$ cat src/rtl/jk_ctrl_pkg.sv
// rtl/jk_ctrl_pkg.sv - command/state types and command-to-J/K decode for jk_bank_ctrl
package jk_ctrl_pkg;

  typedef enum logic [2:0] {
    CMD_HOLD   = 3'd0,
    CMD_CLR    = 3'd1,
    CMD_SET    = 3'd2,
    CMD_TOGGLE = 3'd3,
    CMD_PULSE  = 3'd4
  } cmd_e;

  typedef enum logic {
    ST_IDLE       = 1'b0,
    ST_PULSE_HOLD = 1'b1
  } state_e;

  // {J,K} pairs
  localparam logic [1:0] JK_HOLD   = 2'b00;
  localparam logic [1:0] JK_CLR    = 2'b01;
  localparam logic [1:0] JK_SET    = 2'b10;
  localparam logic [1:0] JK_TOGGLE = 2'b11;

  // PULSE and the reserved codes decode to HOLD; the pulse FSM overrides this when built in.
  function automatic logic [1:0] jk_decode(input logic [2:0] cmd);
    logic [1:0] jk;
    case (cmd)
      CMD_CLR:    jk = JK_CLR;
      CMD_SET:    jk = JK_SET;
      CMD_TOGGLE: jk = JK_TOGGLE;
      default:    jk = JK_HOLD;
    endcase
    return jk;
  endfunction

endpackage

$ cat src/rtl/jk_cell.sv
// rtl/jk_cell.sv - single JK flip-flop with enable and async active-high reset
module jk_cell (
  input  logic clk,
  input  logic reset,
  input  logic en,
  input  logic j,
  input  logic k,
  output logic q
);

  logic q_q;

  always_ff @(posedge clk or posedge reset) begin
    if (reset) begin
      q_q <= 1'b0;
    end else if (en) begin
      case ({j, k})
        2'b01:   q_q <= 1'b0;
        2'b10:   q_q <= 1'b1;
        2'b11:   q_q <= ~q_q;
        default: q_q <= q_q;
      endcase
    end
  end

  assign q = q_q;

endmodule

$ cat src/rtl/jk_bank_ctrl.sv
// rtl/jk_bank_ctrl.sv - two-requester round-robin controller for a bank of JK cells
// PULSE command and its hold FSM are built only when JK_BANK_CTRL_PULSE_EN is defined.
module jk_bank_ctrl
  import jk_ctrl_pkg::*;
#(
  parameter int WIDTH = 8,
  parameter int CNT_W = 4
) (
  input  logic             clk,
  input  logic             reset,
  input  logic             req0_valid,
  input  logic [2:0]       req0_cmd,
  input  logic [WIDTH-1:0] req0_mask,
  output logic             req0_ready,
  input  logic             req1_valid,
  input  logic [2:0]       req1_cmd,
  input  logic [WIDTH-1:0] req1_mask,
  output logic             req1_ready,
  input  logic [CNT_W-1:0] pulse_len,
  output logic [WIDTH-1:0] q,
  output logic             busy
);

  logic             idle;
  logic             ptr_q;   // last requester granted
  logic             gnt0, gnt1, xfer;
  logic [2:0]       cmd_sel;
  logic [WIDTH-1:0] mask_sel;
  logic [WIDTH-1:0] en_vec;
  logic             j_d, k_d;

`ifdef JK_BANK_CTRL_PULSE_EN
  state_e           state_q;
  logic [CNT_W-1:0] cnt_q;
  logic [WIDTH-1:0] mask_q;
  logic             busy_q;

  assign idle = (state_q == ST_IDLE);
  assign busy = busy_q;
`else
  logic unused_pulse_len;

  assign unused_pulse_len = ^pulse_len;
  assign idle = 1'b1;
  assign busy = 1'b0;
`endif

  assign gnt0 = !reset && idle && req0_valid && (!req1_valid || ptr_q);
  assign gnt1 = !reset && idle && req1_valid && (!req0_valid || !ptr_q);
  assign req0_ready = gnt0;
  assign req1_ready = gnt1;
  assign xfer = gnt0 || gnt1;
  assign cmd_sel  = gnt1 ? req1_cmd  : req0_cmd;
  assign mask_sel = gnt1 ? req1_mask : req0_mask;

  always_comb begin
    en_vec     = '0;
    {j_d, k_d} = JK_HOLD;
    if (xfer) begin
      en_vec     = mask_sel;
      {j_d, k_d} = jk_decode(cmd_sel);
`ifdef JK_BANK_CTRL_PULSE_EN
      if (cmd_sel == CMD_PULSE) {j_d, k_d} = JK_SET;
`endif
    end
`ifdef JK_BANK_CTRL_PULSE_EN
    if (state_q == ST_PULSE_HOLD && cnt_q == '0) begin
      en_vec     = mask_q;
      {j_d, k_d} = JK_CLR;
    end
`endif
  end

  always_ff @(posedge clk or posedge reset) begin
    if (reset) begin
      ptr_q <= 1'b1;
    end else if (xfer) begin
      ptr_q <= gnt1;
    end
  end

`ifdef JK_BANK_CTRL_PULSE_EN
  // busy covers only the counted extra cycles; the final CLR cycle is still not accepting.
  always_ff @(posedge clk or posedge reset) begin
    if (reset) begin
      state_q <= ST_IDLE;
      cnt_q   <= '0;
      mask_q  <= '0;
      busy_q  <= 1'b0;
    end else begin
      case (state_q)
        ST_IDLE: begin
          if (xfer && cmd_sel == CMD_PULSE) begin
            state_q <= ST_PULSE_HOLD;
            cnt_q   <= pulse_len;
            mask_q  <= mask_sel;
            busy_q  <= (pulse_len != '0);
          end
        end
        ST_PULSE_HOLD: begin
          if (cnt_q != '0) begin
            cnt_q  <= cnt_q - CNT_W'(1);
            busy_q <= (cnt_q != CNT_W'(1));
          end else begin
            state_q <= ST_IDLE;
            busy_q  <= 1'b0;
          end
        end
        default: state_q <= ST_IDLE;
      endcase
    end
  end
`endif

  for (genvar i = 0; i < WIDTH; i++) begin : g_cell
    jk_cell u_cell (
      .clk   (clk),
      .reset (reset),
      .en    (en_vec[i]),
      .j     (j_d),
      .k     (k_d),
      .q     (q[i])
    );
  end

endmodule

$ cat config.mk
export PLATFORM = sky130hd
export DESIGN_NAME = jk_bank_ctrl
export DESIGN_NICKNAME = d
export VERILOG_FILES = /design/src/rtl/jk_ctrl_pkg.sv /design/src/rtl/jk_cell.sv /design/src/rtl/jk_bank_ctrl.sv
export SDC_FILE = /design/constraint.sdc
export NUM_CORES = 1
export LEC_CHECK = 0
export CAP_MARGIN = 40
export CELL_PAD_IN_SITES_DETAIL_PLACEMENT = 1
export CELL_PAD_IN_SITES_GLOBAL_PLACEMENT = 1
export CORE_MARGIN = 2
export CORE_UTILIZATION = 24
export DETAILED_ROUTE_END_ITERATION = 8
export PLACE_DENSITY_LB_ADDON = 0.1
export SETUP_SLACK_MARGIN = 0.4
export SYNTH_ARGS = -nofsm -noshare
export SYNTH_HDL_FRONTEND = slang
export SYNTH_SLANG_ARGS = --single-unit
$ cat constraint.sdc
create_clock -name clk -period 1.5 [get_ports clk]
set_input_delay 0.225 -clock clk [delete_from_list [all_inputs] [get_ports clk]]
set_output_delay 0.225 -clock clk [all_outputs]
set_load 0.02 [all_outputs]
==> results.txt, run 1 <==
Sequential area share after synthesis -> 29.4%
Failing checks -> setup timing
Post-Route WL -> 2.82 mm
Row count -> 20
Yosys reg bits -> 9
CP Capture Type -> register
Final count of hold timing violations -> 0
Distinct cell type count after synthesis -> 28
Initial antenna violation count -> 0
Cell Area, Placed -> 1270 um2
Maxcap violations -> 0
CP Launch Type -> register
Main combinational cell family by area after synthesis -> compound AO/OA/AOI/OAI gates
Final setup fails -> 10
CTS Buffer Depth -> 2
Drt pass-1 iters -> 4
CTS Hold Buffers Added -> 0
Worst Path Required -> 1.65 ns
Tot GR Track Use -> 16.7%
Compound-cell area share of the yosys netlist -> 38.2%
Crit path max fanout -> 8
Mux contribution to synthesized area -> 0%
Layout Area Growth over Synthesis -> 92.4%
Aggregate global routing overflow -> 0
GPL Wtd Cong -> 0.746
Layout cell share with drive strength beyond 1 -> 45.2%
Routed vias -> 894
Die X -> 60.6 um
Peak VDD IR -> 0.336 mV
Global-route wire length before repair -> 4.45 mm
Yosys Warn Count -> 0
Max-slew headroom -> 63.6%
Post-synthesis cell area -> 769 um2
Initial Util -> 25.2%
ANT cells -> 0
CP Cell Sequence -> buf_6, and2_4, o21ai_4, a2111oi_4, o22ai_2
Max stage delay on crit path -> 0.54 ns
CTS root buffer -> clkbuf_4
Avg Synthesized Cell Area -> 8.55 um2
Clk_lat worst skew -> 0.27 ns
Tightest Pin Transition -> 0.544 ns
Period utilization -> 106%
Number of vias per cell -> 4.99
Crit path buf inv count -> 1
DR WL/cell -> 15.8 um
Iter 0 DRT Violations -> 8
DRT antenna net count -> 0
Arr. time, crit path -> 1.74 ns
RSZ-0062 raised after global routing -> yes
Worst Slack Setup Final -> -0.0905 ns
Hold Path Class -> input port to async pin
Residual DRC count -> 0
Die ar. -> 3680 um2
Finished Core Util -> 48.5%
Minimum clock period -> 1.59 ns
CP max stage cell -> dfstp_2
IO buf count -> 35
# clock sinks -> 9
Htree depth -> 1
Setup WS pre-CTS -> -0.510 ns
Delay-heaviest family, CP -> compound AO/OA/AOI/OAI gates
Status -> complete, but fails checks
Net count after synthesis -> 120
Post-Synthesis Cells -> 90
CTS tree -> yes
Crit Path Class -> register to register
Vias in the first global route -> 970
Design area -> 1480 um2
Max Freq -> 629 MHz
Largest net degree at the start of global routing -> 17
CTS buffer count -> 3
Post-synthesis adder-cell area fraction -> 0%
Pwr dens -> 1010 nW/um2
Share of synthesized cell area in and, or, nand and nor gates -> 13.7%
Design Power -> 1.50 mW
Final #Nets -> 166
Post-DP HPWL -> 1.98 mm
DIE HEIGHT -> 60.6 um
Clock-pin slew on the worst setup and hold paths -> 0.08 ns
Leakage -> 0.550 nW
IO Pins -> 41
Core area -> 3050 um2
Post-synthesis xor/xnor area fraction -> 0%
Count of final max-slew check failures -> 0
Clock Skews -> 0.00345 ns
==> power by group <==
group          internal, mW  leakage, nW  switching [mW]
combinational         0.380        0.429           0.485
sequential            0.360        0.106          0.0587
clock                 0.103       0.0150           0.109
total                 0.843        0.550           0.653
==> cell type report <==
| class | instances | area, um2 |
|---|---|---|
| clock buffer | 4 | 26.3 |
| multi-input combinational | 56 | 644 |
| timing repair buffer | 55 | 487 |
| sequential | 9 | 226 |
| inverter | 11 | 41.3 |
| tap | 44 | 55.1 |
| fill | 364 | 1570 |
==> flip-flops by register name (all words and copies together) (netlist names) <==
| signal | flops |
|---|---|
| g_cell.u_cell.q | 8 |
| ptr_q | 1 |
==> cells in the mapped netlist <==
library cell | n | area [um2]
a21oi_1 | 1 | 5.00
a2111oi_1 | 6 | 60.1
or3_1 | 8 | 50.1
a32oi_4 | 1 | 27.5
nor2_1 | 2 | 7.51
clkbuf_1 | 1 | 3.75
nand3_1 | 1 | 5.00
buf_2 | 1 | 5.00
o21ai_1 | 1 | 5.00
nand2b_1 | 1 | 6.26
dfrtp_1 | 8 | 200
a2111oi_0 | 2 | 17.5
buf_1 | 1 | 3.75
o21ai_0 | 8 | 40.0
and2_1 | 1 | 6.26
a21boi_2 | 1 | 11.3
inv_1 | 11 | 41.3
nor2b_1 | 1 | 6.26
a32oi_1 | 8 | 70.1
buf_4 | 10 | 75.1
or2b_1 | 1 | 7.51
o22ai_1 | 8 | 50.1
a21boi_1 | 1 | 7.51
conb_1 | 1 | 3.75
buf_6 | 1 | 11.3
and3_1 | 2 | 12.5
nand2_1 | 1 | 3.75
dfstp_2 | 1 | 26.3
==> worst paths after layout <==
kind / startpoint / end / slack, ns / depth (start not counted)
max in group asynchronous: reset / ptr_q$_DFFE_PP1N_ / 1.14 / 3
worst max register to register: ptr_q$_DFFE_PP1N_ / g_cell[4].u_cell.q$_DFFE_PP0P_ / -0.09 / 5
worst max-delay path: ptr_q$_DFFE_PP1N_ / g_cell[4].u_cell.q$_DFFE_PP0P_ / -0.09 / 5
min in group clk: g_cell[1].u_cell.q$_DFFE_PP0P_ / g_cell[1].u_cell.q$_DFFE_PP0P_ / 0.55 / 2
worst min-delay path: reset / g_cell[6].u_cell.q$_DFFE_PP0P_ / 0.14 / 3
worst min register to register: g_cell[1].u_cell.q$_DFFE_PP0P_ / g_cell[1].u_cell.q$_DFFE_PP0P_ / 0.55 / 2
==> logic make-up after synthesis <==
| kind of cell | Yosys count |
|---|---|
| AND/OR/NAND/NOR | 18 |
| other | 1 |
| AO/OA/AOI/OAI | 37 |
| flip-flops | 9 |
| buffers and inverters | 25 |
==> cell usage in the layout, fill, tap and decap left out, drive strengths merged <==
master         instances
a2111oi                8
a21boi                 2
a21oi                  1
a32oi                  9
and2                   1
and3                   2
buf                   30
clkbuf                 4
clkdlybuf4s50         22
conb                   1
dfrtp                  8
dfstp                  1
dlygate4sd2            3
inv                   11
nand2                  1
nand2b                 1
nand3                  1
nor2                   2
nor2b                  1
o21ai                  9
o22ai                  8
or2b                   1
or3                    8
==> layer usage <==
| metal | global-route usage, % | up-vias | wire length (um) |
|---|---|---|---|
| li1 | - | 430 | - |
| met1 | 20.3 | 440 | 1220 |
| met2 | 29.5 | 22 | 1450 |
| met3 | 1.92 | 2 | 122 |
| met4 | 7.45 | 0 | 27 |
| met5 | 0 | - | 0 |
==> repair_timing <==
action | in CTS | in global routing
pin swaps | 10 | 6
setup buffers | 1 | 2
endpoints found under the setup margin | 19 | 11
gates resized for setup | 70 | 6
==> per-stage QoR <==
stage          hold slack, ns  instances  setup TNS [ns]
2_1_floorplan           0.299         90          -0.536
3_3_place_gp            0.542        172           -4.18
3_5_place_dp            0.549        172           -4.66
4_1_cts                 0.134        177          -0.501
5_1_grt                 0.154        179           -1.29
6_report                0.135        179          -0.571
==> worst register-to-register path, delay by kind of cell (launching register included) <==
family / cells / cell delay (ns)
flops: 1 / 0.54
simple gates: 1 / 0.16
compound gates: 3 / 0.65
buf+inv: 1 / 0.11
(Power assumes the default switching activity.)
==> inputs of run 2 (changes only) <==
--- a/config.mk
+++ b/config.mk
@@ -13,6 +13,8 @@
 export DETAILED_ROUTE_END_ITERATION = 8
 export PLACE_DENSITY_LB_ADDON = 0.1
 export SETUP_SLACK_MARGIN = 0.4
+export SKIP_CTS_REPAIR_TIMING = 1
+export SLEW_MARGIN = 20
 export SYNTH_ARGS = -nofsm -noshare
 export SYNTH_HDL_FRONTEND = slang
 export SYNTH_SLANG_ARGS = --single-unit
==> run 2 against run 1 <==
Compared with the run above:
- the run still ends with setup timing left
- worst setup slack got worse by 0.011 ns
- critical path depth is the same
- global-route usage shrank 0.83 points
- register-to-register slack about the same
- cell count grew 0.56%
==> results.txt, run 2 (synthesis gave the netlist of run 1 again) <==
Core area -> 3050 um2
Met2 Usage GRT -> 27.0%
Tightest Pin Transition -> 0.618 ns
Worst Slack Setup Final -> -0.101 ns
Clk_lat worst skew -> 0.28 ns
GR Util met1 -> 19.3%
CP Launch Type -> register
Residual DRC count -> 0
IO buf count -> 35
Crit path max fanout -> 4
Non-Filler Instances -> 180
RSZ-0062 raised after global routing -> yes
Status -> complete, but fails checks
Post-DP HPWL -> 1.98 mm
Worst Path Required -> 1.27 ns
Count of final max-slew check failures -> 0
CTS buffer count -> 3
Initial Util -> 25.2%
Layout cell share with drive strength beyond 1 -> 42.6%
CTS Buffer Depth -> 2
Minimum clock period -> 1.60 ns
Pwr dens -> 1010 nW/um2
Busiest grt layer -> met2
Clock Skews -> 0.00223 ns
Layout Area Growth over Synthesis -> 92.5%
IO Pins -> 41
Vias in the first global route -> 931
Global-route wire length before repair -> 4.22 mm
DIE HEIGHT -> 60.6 um
CTS tree -> yes
Final setup fails -> 10
Largest register FFs -> 8
Arr. time, crit path -> 1.38 ns
Fillers -> 357
Design area -> 1480 um2
Most frequent cells in the layout -> clkdlybuf4s50_1 (22), buf_4 (19), inv_1 (11)
CTS root buffer -> clkbuf_4
Tot GR Track Use -> 15.9%
Initial antenna violation count -> 0
Failing checks -> setup timing
Die ar. -> 3680 um2
Htree depth -> 1
Aggregate global routing overflow -> 0
# clock sinks -> 9
DR WL/cell -> 16.6 um
Period utilization -> 107%
Most common cell after layout, fill and taps aside -> clkdlybuf4s50_1
Post-Route WL -> 2.99 mm
Routed vias -> 907
Crit Path Class -> register to output pin
Leakage -> 0.572 nW
Max Freq -> 625 MHz
Met3 Usage GRT -> 2.77%
Row count -> 20
Largest net degree at the start of global routing -> 17
DRT antenna net count -> 0
Final count of hold timing violations -> 0
Clock-pin slew on the worst setup and hold paths -> 0.08 ns
Max-slew headroom -> 58.7%
Dpl cells -> 172
Cell Area, Placed -> 1270 um2
CP Capture Type -> output pin
ANT cells -> 0
Die X -> 60.6 um
Number of vias per cell -> 5.04
FF+latch area -> 226 um2
Hold Path Class -> input port to async pin
GPL Wtd Cong -> 0.746
Iter 0 DRT Violations -> 13
Drt pass-1 iters -> 4
Final #Nets -> 167
Peak VDD IR -> 0.353 mV
Finished Core Util -> 48.5%
Maxcap violations -> 0
Multi-input gate area -> 638 um2
==> run 2: cell count changes in the layout (fill, tap and decap cells not counted), sizes merged <==
cell and change:
clkbuf +8, buf -7, dlymetal6s2s +3, dlygate4sd2 -3
==> run 2: through the flow <==
stage	hold slack [ns]	TNS [ns]	total power [mW]	worst slack (ns)
floorplan	0.299	-0.536	1.02	-0.0794
global placement	0.542	-4.18	1.26	-0.447
detailed placement	0.549	-4.66	1.28	-0.510
CTS	0.349	-2.52	1.50	-0.473
global route	0.0652	-1.42	1.59	-0.191
finish	0.0218	-0.733	1.49	-0.101
==> run 2: path summary, 6_finish.rpt <==
check,startpoint,to,slack (ns),cells after the start
min,reset,g_cell[4].u_cell.q$_DFFE_PP0P_,0.02,3
max in group asynchronous,reset,ptr_q$_DFFE_PP1N_,1.25,3
min reg2reg,g_cell[1].u_cell.q$_DFFE_PP0P_,g_cell[1].u_cell.q$_DFFE_PP0P_,0.55,2
max,ptr_q$_DFFE_PP1N_,req1_ready,-0.10,5
min in group clk,reset,ptr_q$_DFFE_PP1N_,0.47,4
max reg2reg,ptr_q$_DFFE_PP1N_,g_cell[4].u_cell.q$_DFFE_PP0P_,-0.10,5
==> run 2: layout make-up <==
cell class,instances,share of cell area (%)
timing repair buffer,56,33.4
clock buffer,4,1.77
sequential,9,15.3
inverter,11,2.79
tap,44,3.72
multi-input combinational,56,43.1
==> run 2: where the power goes <==
| group | switching, mW | total, mW | internal, mW |
|---|---|---|---|
| sequential | 0.0605 | 0.421 | 0.360 |
| combinational | 0.483 | 0.854 | 0.371 |
| clock | 0.115 | 0.218 | 0.103 |
| total | 0.659 | 1.49 | 0.834 |
==> run 2: per-layer routing <==
| layer | routed length (um) | up-vias |
|---|---|---|
| met5 | 0 | - |
| met4 | 54 | 0 |
| met3 | 114 | 4 |
| met2 | 1590 | 22 |
| met1 | 1230 | 451 |
| li1 | - | 430 |
==> run 2: worst max-delay path, cell delays in order, from the launching register on <==
cell and delay [ns]:
dfstp_2 0.54, buf_6 0.11, and2_4 0.16, buf_4 0.10
nor2_1 0.03, buf_4 0.14
==> variant: new RTL, config.mk and constraints of run 1 <==
The option `JK_BANK_CTRL_PULSE_EN` is turned on by a define.
--- a/src/rtl/jk_bank_ctrl.sv
+++ b/src/rtl/jk_bank_ctrl.sv
@@ -1,5 +1,7 @@
 // rtl/jk_bank_ctrl.sv - two-requester round-robin controller for a bank of JK cells
 // PULSE command and its hold FSM are built only when JK_BANK_CTRL_PULSE_EN is defined.
+`define JK_BANK_CTRL_PULSE_EN
+
 module jk_bank_ctrl
   import jk_ctrl_pkg::*;
 #(
Function: changed (Yosys sat finds a counterexample within 4 cycles, from zero or initial values and one cycle with reset high).
==> variant against run 1 <==
The flow still finishes with violations (setup timing). Maximum frequency shrank 10%. Area after synthesis grew 93%. Sequential cell count grew 14. Critical path depth grew 2. Hold slack gained 0.16 ns. First-iteration DRC count grew to 8.4 times the old value. Die area grew 85%. Wire length grew 82%. Power grew to 2.6 times the old value. Setup slack lost 0.18 ns. Combinational power grew to 2.7 times the old value. Synthesized cell count grew 80%. Final area grew 66%.
==> variant: results (changes against run 1) <==
synth_ff_type: "dfrtp_1"
dpl_cell_area_mm2: 0.00215  # +69%
synthMuxAreaShare_pct: 2.03  # +2.0 points
arrival_ns: 1.92  # +0.18 ns
buffer_area_share_pct: 33.3  # +0.45 points
wl_per_cell_um: 16.1  # +2.3%
multi_input_area_share_pct: 36.4  # -7.1 points
tns_ns: -5.10  # -4.53 ns
synth-seq-cells: 23  # +14
clock-root-buffer: "clkbuf_8"
grt.total_usage_pct: 16.2  # -0.54 points
p_clk_share_pct: 10.3  # -3.9 points
holdWs_ns: 0.293  # +0.158 ns
violations: "setup timing"
finalSetupViolations: 24  # +14
fin_skew_ns: 0.00311  # -0.000338 ns
fin_nets: 276  # +66%
nMultiInputCombCells: 120  # +110%
p_int_w: 0.00234  # +180%
postCtsSetupBuffers: 8  # +7
synth_compound_area_share_pct: 26.3  # -12 points
rr_worst_depth: 7  # +2
synth.avg_cell_area_um2: 9.14  # +7.0%
placedCellCount: 296  # +72%
synth_nets: 194  # +62%
synth_fa_ha_area_share_pct: 1.69  # +1.7 points
setup_slack_ns: -0.270  # -0.179 ns
first_iter_violations: 67  # +59
first_pass_iters: 5  # +1
dp_hpwl_um: 3800  # +92%
post-place-ws_ns: -0.653  # -0.142 ns
relSlewSlack_pct: 73.1  # +9.5 points
seqPwrFrac_pct: 29.4  # +1.4 points
path_max_fanout: 4  # -4
leakagePower_nw: 1.05  # +92%
n_all_inverters: 5  # -6
r2r-end: "cnt_q[3]"
ir_worst_vdd_uv: 575  # +71%
drive_above_1_share_pct: 40.3  # -4.9 points
num_vias: 1530  # +71%
grt_pass1_vias: 1657  # +71%
cp_slowest_cell: "dfrtp_2"
routabilityCongestion: 0.804  # +7.8%
grt_pass1_wl_um: 8290  # +86%
synth_top_area_share_pct: 37.2  # +11 points
critPathMaxStageDelay_ns: 0.45  # -0.09 ns
status: "complete, but fails checks"
synth_area_leaders: "dfrtp_1 37%, o21ai_0 5.4%, nand2_1 5.3%"
yosys-top-cells-count: "22 x dfrtp_1, 21 x nand2_1, 16 x o21ai_0"
stdcell_area_mm2: 0.00245  # +66%
fillers: 722  # +98%
numPortBuffers: 40  # +14%
core_mm2: 0.00596  # +95%
power_switching_w: 0.00154  # +140%
yosysUniqueCellTypes: 41  # +46%
cts.repair.resized: 73  # +4.3%
[variant: cell count changes after synthesis, moves of 6 or more]
cell,change
or3_1,-8
a222oi_1,+6
o22ai_1,-8
nor2_1,+12
a2111oi_1,-6
inv_1,-7
nand2_1,+20
a32oi_1,-8
o21ai_0,+8
nand2b_1,+6
dfrtp_1,+14
a31oi_1,+8
[variant: metal layers]
metal / vias to the layer above / share of wire, % / GRT usage (%)
met5: - / 0 / 0
met2: 32 / 54 / 30.3
li1: 747 / - / -
met1: 747 / 40 / 19.0
met4: 0 / 0.82 / 4.10
met3: 4 / 4.2 / 2.61
[variant: worst max path at each step]
stage	start	endpoint	slack [ns]	depth (start not counted)
after floorplan	ptr_q	cnt_q[2]	-0.16	5
after global placement	req0_valid	req0_ready	-0.64	4
after detailed placement	req0_valid	req0_ready	-0.65	4
after CTS	state_q	g_cell[3].u_cell.q	-0.27	6
after global routing	state_q	cnt_q[1]	-0.36	7
final	state_q	cnt_q[3]	-0.27	7
